## config.mk

```make
export PLATFORM = sky130hd
export DESIGN_NAME = smi_ctrl
export DESIGN_NICKNAME = d
export VERILOG_FILES = /design/src/rtl/smi_pkg.sv /design/src/rtl/smi_clk_div.sv /design/src/rtl/smi_ctrl.sv
export SDC_FILE = /design/constraint.sdc
export NUM_CORES = 1
export LEC_CHECK = 0
export CORE_MARGIN = 5
export CORE_UTILIZATION = 37
export CTS_CLUSTER_SIZE = 40
export DETAILED_ROUTE_END_ITERATION = 8
export SYNTH_ARGS = -nofsm -noshare
export SYNTH_HDL_FRONTEND = slang
export SYNTH_HIERARCHICAL = 1
export SYNTH_SLANG_ARGS = --single-unit
```

## constraint.sdc

```tcl
create_clock -name CLK -period 8.35 [get_ports CLK]
set_clock_uncertainty 0.15 [all_clocks]
set_input_delay 1.67 -clock CLK [delete_from_list [all_inputs] [get_ports CLK]]
set_output_delay 1.67 -clock CLK [all_outputs]
set_load 0.02 [all_outputs]
```

## src/rtl/smi_pkg.sv

```systemverilog
// Shared constants, FSM encoding and frame builder for the Clause-22 MDIO master.
package smi_pkg;

  localparam logic [1:0] SMI_ST    = 2'b01;
  localparam logic [1:0] SMI_OP_WR = 2'b01;
  localparam logic [1:0] SMI_OP_RD = 2'b10;

  localparam int unsigned SMI_FRAME_BITS = 64;
  localparam int unsigned SMI_PRE_BITS   = 32;
  localparam int unsigned SMI_TA_BIT     = 46;

  localparam logic [4:0]  SMI_REG_BMSR  = 5'd1;
  localparam int unsigned SMI_BMSR_LINK = 2;

  typedef enum logic [1:0] {
    StIdle,
    StPre,
    StFrame,
    StDone
  } smi_state_e;

  // Full 64-bit frame, MSB first. Read frames carry ones in TA/DATA; those bits are released.
  function automatic logic [63:0] smi_frame(input logic        we,
                                            input logic [4:0]  phy,
                                            input logic [4:0]  regad,
                                            input logic [15:0] wdata);
    logic [1:0]  op;
    logic [1:0]  ta;
    logic [15:0] data;
    op   = we ? SMI_OP_WR : SMI_OP_RD;
    ta   = we ? 2'b10 : 2'b11;
    data = we ? wdata : 16'hFFFF;
    return {32'hFFFF_FFFF, SMI_ST, op, phy, regad, ta, data};
  endfunction

endpackage

```

## src/rtl/smi_clk_div.sv

```systemverilog
// MDC generator: toggles MDC every ClkDiv cycles while running; held low and cleared on hold.
// The rise/fall strobes are high in the cycle whose closing edge changes MDC.
module smi_clk_div #(
  parameter int unsigned ClkDiv = 20
) (
  input  logic clk_i,
  input  logic rst_ni,
  input  logic hold_i,
  output logic mdc_o,
  output logic mdc_rise_o,
  output logic mdc_fall_o
);

  logic [15:0] cnt_q;
  logic        mdc_q;
  logic        wrap;

  assign wrap       = (cnt_q == 16'(ClkDiv - 1));
  assign mdc_rise_o = !hold_i && wrap && !mdc_q;
  assign mdc_fall_o = !hold_i && wrap && mdc_q;
  assign mdc_o      = mdc_q;

  // Half-period counter and MDC toggle flop
  always_ff @(posedge clk_i or negedge rst_ni) begin
    if (!rst_ni) begin
      cnt_q <= '0;
      mdc_q <= 1'b0;
    end else if (hold_i) begin
      cnt_q <= '0;
      mdc_q <= 1'b0;
    end else if (wrap) begin
      cnt_q <= '0;
      mdc_q <= ~mdc_q;
    end else begin
      cnt_q <= cnt_q + 16'd1;
    end
  end

endmodule

```

## src/rtl/smi_ctrl.sv

```systemverilog
// Clause-22 MDIO/MDC management master: one register read or write per accepted command.
// Optional autonomous BMSR link poll is built when SMI_LINK_POLL_EN is defined.
module smi_ctrl
  import smi_pkg::*;
#(
  parameter int unsigned CLK_DIV     = 20,
  parameter int unsigned POLL_PERIOD = 1000000,
  parameter logic [4:0]  POLL_PHY    = 5'd0
) (
  input  logic        CLK,
  input  logic        rst_n,
  input  logic        cmd_v,
  output logic        cmd_ready,
  input  logic        cmd_we,
  input  logic [4:0]  cmd_phy,
  input  logic [4:0]  cmd_reg,
  input  logic [15:0] cmd_wdata,
  output logic        rsp_v,
  output logic [15:0] rsp_rdata,
  output logic        rsp_err,
  output logic        busy,
  output logic        MDC,
  output logic        MDIO_O,
  output logic        MDIO_OE,
`ifdef SMI_LINK_POLL_EN
  output logic        link_up,
`endif
  input  logic        MDIO_I
);

  smi_state_e  state_q, state_d;
  logic [5:0]  bit_q, bit_d;
  logic [63:0] sreg_q, sreg_d;
  logic        we_q, we_d;
  logic        rdy_q;
  logic        active, div_hold, mdc_rise, mdc_fall;
  logic        cmd_fire, frame_end, capture;
  logic        poll_start, poll_active;
  logic        mdio_s1_q, mdio_s2_q;
  logic [1:0]  rise_pipe_q;
  logic [15:0] rdata_sh_q, rdata_d;
  logic        err_sh_q, err_d;

  assign active    = (state_q == StPre) || (state_q == StFrame);
  assign div_hold  = !active;
  assign busy      = active;
  assign cmd_ready = rdy_q && (state_q == StIdle) && !poll_start;
  assign cmd_fire  = cmd_v && cmd_ready;
  assign frame_end = (state_q == StFrame) && mdc_fall && (bit_q == 6'(SMI_FRAME_BITS - 1));
  assign rsp_v     = (state_q == StDone) && !poll_active;
  assign MDIO_OE   = active && (we_q || (bit_q < 6'(SMI_TA_BIT)));
  assign MDIO_O    = MDIO_OE ? sreg_q[63] : 1'b1;
  // Synchroniser delays MDIO_I by two cycles, so sample two cycles after the MDC rise.
  assign capture   = rise_pipe_q[1] && (state_q == StFrame) && !we_q;

  smi_clk_div #(
    .ClkDiv(CLK_DIV)
  ) u_clk_div (
    .clk_i     (CLK),
    .rst_ni    (rst_n),
    .hold_i    (div_hold),
    .mdc_o     (MDC),
    .mdc_rise_o(mdc_rise),
    .mdc_fall_o(mdc_fall)
  );

  // Keep cmd_ready low until the first clock after reset release
  always_ff @(posedge CLK or negedge rst_n) begin
    if (!rst_n) rdy_q <= 1'b0;
    else        rdy_q <= 1'b1;
  end

  // Next-state, shift register and bit counter
  always_comb begin
    state_d = state_q;
    bit_d   = bit_q;
    sreg_d  = sreg_q;
    we_d    = we_q;
    unique case (state_q)
      StIdle: begin
        if (poll_start) begin
          sreg_d  = smi_frame(1'b0, POLL_PHY, SMI_REG_BMSR, 16'h0000);
          we_d    = 1'b0;
          bit_d   = '0;
          state_d = StPre;
        end else if (cmd_fire) begin
          sreg_d  = smi_frame(cmd_we, cmd_phy, cmd_reg, cmd_wdata);
          we_d    = cmd_we;
          bit_d   = '0;
          state_d = StPre;
        end
      end
      StPre: begin
        if (mdc_fall) begin
          sreg_d = {sreg_q[62:0], 1'b1};
          bit_d  = bit_q + 6'd1;
          if (bit_q == 6'(SMI_PRE_BITS - 1)) state_d = StFrame;
        end
      end
      StFrame: begin
        if (mdc_fall) begin
          if (bit_q == 6'(SMI_FRAME_BITS - 1)) begin
            state_d = StDone;
          end else begin
            sreg_d = {sreg_q[62:0], 1'b1};
            bit_d  = bit_q + 6'd1;
          end
        end
      end
      StDone: state_d = StIdle;
    endcase
  end

  // FSM and frame state registers
  always_ff @(posedge CLK or negedge rst_n) begin
    if (!rst_n) begin
      state_q <= StIdle;
      bit_q   <= '0;
      sreg_q  <= '1;
      we_q    <= 1'b0;
    end else begin
      state_q <= state_d;
      bit_q   <= bit_d;
      sreg_q  <= sreg_d;
      we_q    <= we_d;
    end
  end

  // Read data assembly: bit 47 is the PHY's TA drive, bits 48..63 the register value
  always_comb begin
    rdata_d = rdata_sh_q;
    err_d   = err_sh_q;
    if (cmd_fire || poll_start) begin
      rdata_d = '0;
      err_d   = 1'b0;
    end else if (capture) begin
      if (bit_q == 6'(SMI_TA_BIT + 1))       err_d   = mdio_s2_q;
      else if (bit_q > 6'(SMI_TA_BIT + 1))  rdata_d = {rdata_sh_q[14:0], mdio_s2_q};
    end
  end

  // MDIO_I synchroniser, rise-strobe delay line and read shifters
  always_ff @(posedge CLK or negedge rst_n) begin
    if (!rst_n) begin
      mdio_s1_q   <= 1'b1;
      mdio_s2_q   <= 1'b1;
      rise_pipe_q <= '0;
      rdata_sh_q  <= '0;
      err_sh_q    <= 1'b0;
    end else begin
      mdio_s1_q   <= MDIO_I;
      mdio_s2_q   <= mdio_s1_q;
      rise_pipe_q <= {rise_pipe_q[0], mdc_rise};
      rdata_sh_q  <= rdata_d;
      err_sh_q    <= err_d;
    end
  end

  // Response registers hold until the next external completion
  always_ff @(posedge CLK or negedge rst_n) begin
    if (!rst_n) begin
      rsp_rdata <= '0;
      rsp_err   <= 1'b0;
    end else if (frame_end && !poll_active) begin
      rsp_rdata <= we_q ? 16'h0000 : rdata_d;
      rsp_err   <= we_q ? 1'b0 : err_d;
    end
  end

`ifdef SMI_LINK_POLL_EN
  logic [31:0] poll_cnt_q;
  logic        poll_q;

  assign poll_start  = rdy_q && (state_q == StIdle) && (poll_cnt_q == 32'd0);
  assign poll_active = poll_q;

  // Poll interval counter (runs only while idle), poll ownership and link status
  always_ff @(posedge CLK or negedge rst_n) begin
    if (!rst_n) begin
      poll_cnt_q <= 32'(POLL_PERIOD);
      poll_q     <= 1'b0;
      link_up    <= 1'b0;
    end else begin
      if (poll_start)              poll_q <= 1'b1;
      else if (state_q == StDone)  poll_q <= 1'b0;
      if ((state_q == StDone) && poll_q) begin
        poll_cnt_q <= 32'(POLL_PERIOD);
      end else if ((state_q == StIdle) && (poll_cnt_q != 32'd0)) begin
        poll_cnt_q <= poll_cnt_q - 32'd1;
      end
      if (frame_end && poll_q) link_up <= !err_d && rdata_d[SMI_BMSR_LINK];
    end
  end
`else
  logic unused_poll_cfg;
  assign poll_start      = 1'b0;
  assign poll_active     = 1'b0;
  assign unused_poll_cfg = ^{POLL_PHY, 32'(POLL_PERIOD)};
`endif

endmodule
```

==> out/metrics.yaml <==
floorplan:
  die_area_um2: 17900
  dieHeight_um: 134
  io_pins: 54
  rows: 45
  start_util_pct: 37.5
  die_w_um: 134
  core_um2: 15100
critical_path:
  crit_family: "buffers and inverters"
  cp-start-kind: "flop"
  slowest_delay_ns: 0.61
  worstPathMaxFanout: 41
  ff2ff_setup_slack_ns: 4.92
  worst_r2r_startpoint: "state_q[1]"
  crit_arrival_ns: 2.43
  crit_cells: 5
  cp_slowest_cell: "clkdlybuf4s50_1"
  critPathKind: "reg2out"
  startpoint: "state_q[1]"
  reg2reg_depth: 10
  required_ns: 6.53
  cp_cell_sequence: "inv_1 -> ha_1 -> buf_4 -> o31a_1 -> clkdlybuf4s50_1"
  endpoint_kind: "output pin"
  r2r-end: "sreg_q[60]"
  cp_num_buf_inv: 3
logic_synthesis:
  synthCells: 545
  ys_seq_area_share_pct: 58.5
  synth_cell_types: 51
  ys_ff_latch: 129
  synth_nets: 582
  postSynth.asyncResetShare_pct: 100
  syn_avg_cell_area_um2: 10.4
  synth_top_area_share_pct: 30.6
  syn_area_um2: 5660
  yosysWarningCount: 6
  netlist_top_cells_area: "dfstp_2 31%, dfrtp_1 28%, o21ai_0 6.7%"
  yosys.area.top_type: "dfstp_2"
  synth_edf_count: 0
  ys.flop_type: "dfstp_2"
sta:
  slew_headroom_pct: 28.3
  fin_crit_ns: 4.25
  fmax_ghz: 0.235
  period_share_pct: 50.9
  slew_viol_final: 0
  worstMarginPinSlew_ns: 1.07
  setup_viol: 0
  fin_setup_tns_ns: 0
  rsz0062_at_grt: "false"
  hold_viol: 0
cells_and_area:
  n_antenna_cell: 0
  fill_cells: 1436
  fin_nets: 623
  final_cell_mix: "76 x o21ai_0, 66 x dfstp_2, 63 x dfrtp_1, 61 x nand2_1, 54 x nor2_1"
  final_common_cell: "o21ai_0"
  syn_to_final_growth_pct: 21.2
  drive_gt1_share_pct: 18.0
outcome:
  status: "finished clean"
grt:
  overflow: 0
  groute.usage.overall_pct: 13.1
  grt_pass1_wl_mm: 19.2
  grt_max_degree: 74
  antenna_found_initial: 0
  grt_pass1_vias: 4137
clocking:
  root_buffer: "clkbuf_16"
  clock_latency_ns: 0.41
  cts-resized-gates: 0
  postCtsHoldBufs: 0
  cts_max_level: 4
  ctsLongestPathBuffers: 2
  cts_setup_buffers: 0
  cts_tree: "built"
  cts.sinks: 129
  cts_buffers: 17
  clk_pin_slew_ns: 0.05
detailed_routing:
  drcViolationCount: 0
  ant_nets: 0
  wire_per_inst_um: 13.8
  drtPass1Iterations: 4
  via_per_inst: 5.07
  vias: 3991
  drt_iter0_markers: 196
  routed_wirelength_mm: 10.8
power_and_ir_drop:
  finalPower_mw: 2.64
  power_per_cell_area_nw_per_um2: 384
  p_leak_nw: 3.05
  peakVddDrop_mv: 0.201
placement:
  port_buffers: 53
  routabilityCongestion: 0.761
  place_hpwl_mm: 6.91
worst_hold_path:
  hold-path-endpoint: "mdio_s2_q"
  hold_depth: 0
  worst_hold_startpoint: "mdio_s1_q"
  hold_path.class: "reg2reg"
job:
  drv_cap: 0
==> area by class of cell <==
cell class / count / area [µm²] / area share [%]
flip-flops and latches: 129 / 3310 / 48.2
multi-input cells: 355 / 2050 / 29.9
clock buffers: 30 / 576 / 8.38
repair buffers: 58 / 566 / 8.24
well taps: 188 / 235 / 3.43
inverters: 25 / 93.8 / 1.37
clock inverters: 2 / 35.0 / 0.510
==> synthesized netlist by cell type (3+ instances only) <==
master,number
o21ai_0,76
dfstp_2,66
dfrtp_1,63
nand2_1,61
nor2_1,54
mux2i_1,28
inv_1,25
a31oi_1,19
clkbuf_1,18
nand3_1,16
o22ai_1,15
xor2_1,8
buf_6,7
ha_1,6
nand4_1,6
nor3_1,5
o21ai_1,5
or3_1,5
xnor2_1,5
a21oi_1,4
and3_1,4
buf_2,4
buf_4,4
or4_1,4
a211oi_1,3
nor4_1,3
==> cell families after synthesis <==
| group | Yosys count | share of synthesized area, % |
|---|---|---|
| other | 1 | 0.0662 |
| AOI/OAI and AO/OA | 132 | 13.5 |
| buffers and inverters | 61 | 5.35 |
| xor gates and xnor gates | 13 | 2.01 |
| and+or+nand+nor | 174 | 14.1 |
| muxes | 29 | 5.15 |
| adders and majority gates | 6 | 1.33 |
| DFF | 129 | 58.5 |
==> worst max path at each step <==
| stage | endpoint |
|---|---|
| floorplan | MDIO_O |
| global placement | MDIO_OE |
| detailed placement | rsp_rdata[10] |
| CTS | MDIO_OE |
| global route | MDIO_OE |
| finish | MDIO_OE |
==> flip-flops by register name (all words and copies together) (netlist names), 2 cells and up <==
signal / cells
bit_q: 6
rdata_sh_q: 16
rise_pipe_q: 2
rsp_rdata: 16
sreg_q: 64
state_q: 2
u_clk_div/cnt_q: 16
==> report_power, final <==
part | switching [mW] | internal [mW]
Clock | 0.252 | 0.491
Sequential | 0.0972 | 0.915
Combinational | 0.568 | 0.312
Total | 0.917 | 1.72
==> per-layer routing <==
metal / GRT usage, % / routed length, µm / part of all wire [%] / up-vias
met5: 0 / 0 / 0 / -
met4: 4.86 / 137 / 1.3 / 0
met3: 3.89 / 401 / 3.7 / 15
met2: 21.0 / 5040 / 46 / 63
met1: 16.7 / 5270 / 49 / 1946
li1: - / - / - / 1967
==> stage by stage <==
| step | setup slack [ns] | hold WS, ns | cells | instance area, µm² | utilization [%] |
|---|---|---|---|---|---|
| 2_1_floorplan | 4.82 | 0.181 | 545 | 5660 | - |
| 3_3_place_gp | 4.53 | 0.190 | 755 | 6250 | 41.5 |
| 3_5_place_dp | 4.46 | 0.196 | 755 | 6250 | 41.5 |
| 4_1_cts | 4.05 | 0.206 | 787 | 6870 | 45.5 |
| 5_1_grt | 3.96 | 0.210 | 787 | 6870 | 45.5 |
| 6_report | 4.10 | 0.205 | 787 | 6870 | 45.5 |
Power figures use the tool's default switching activity.
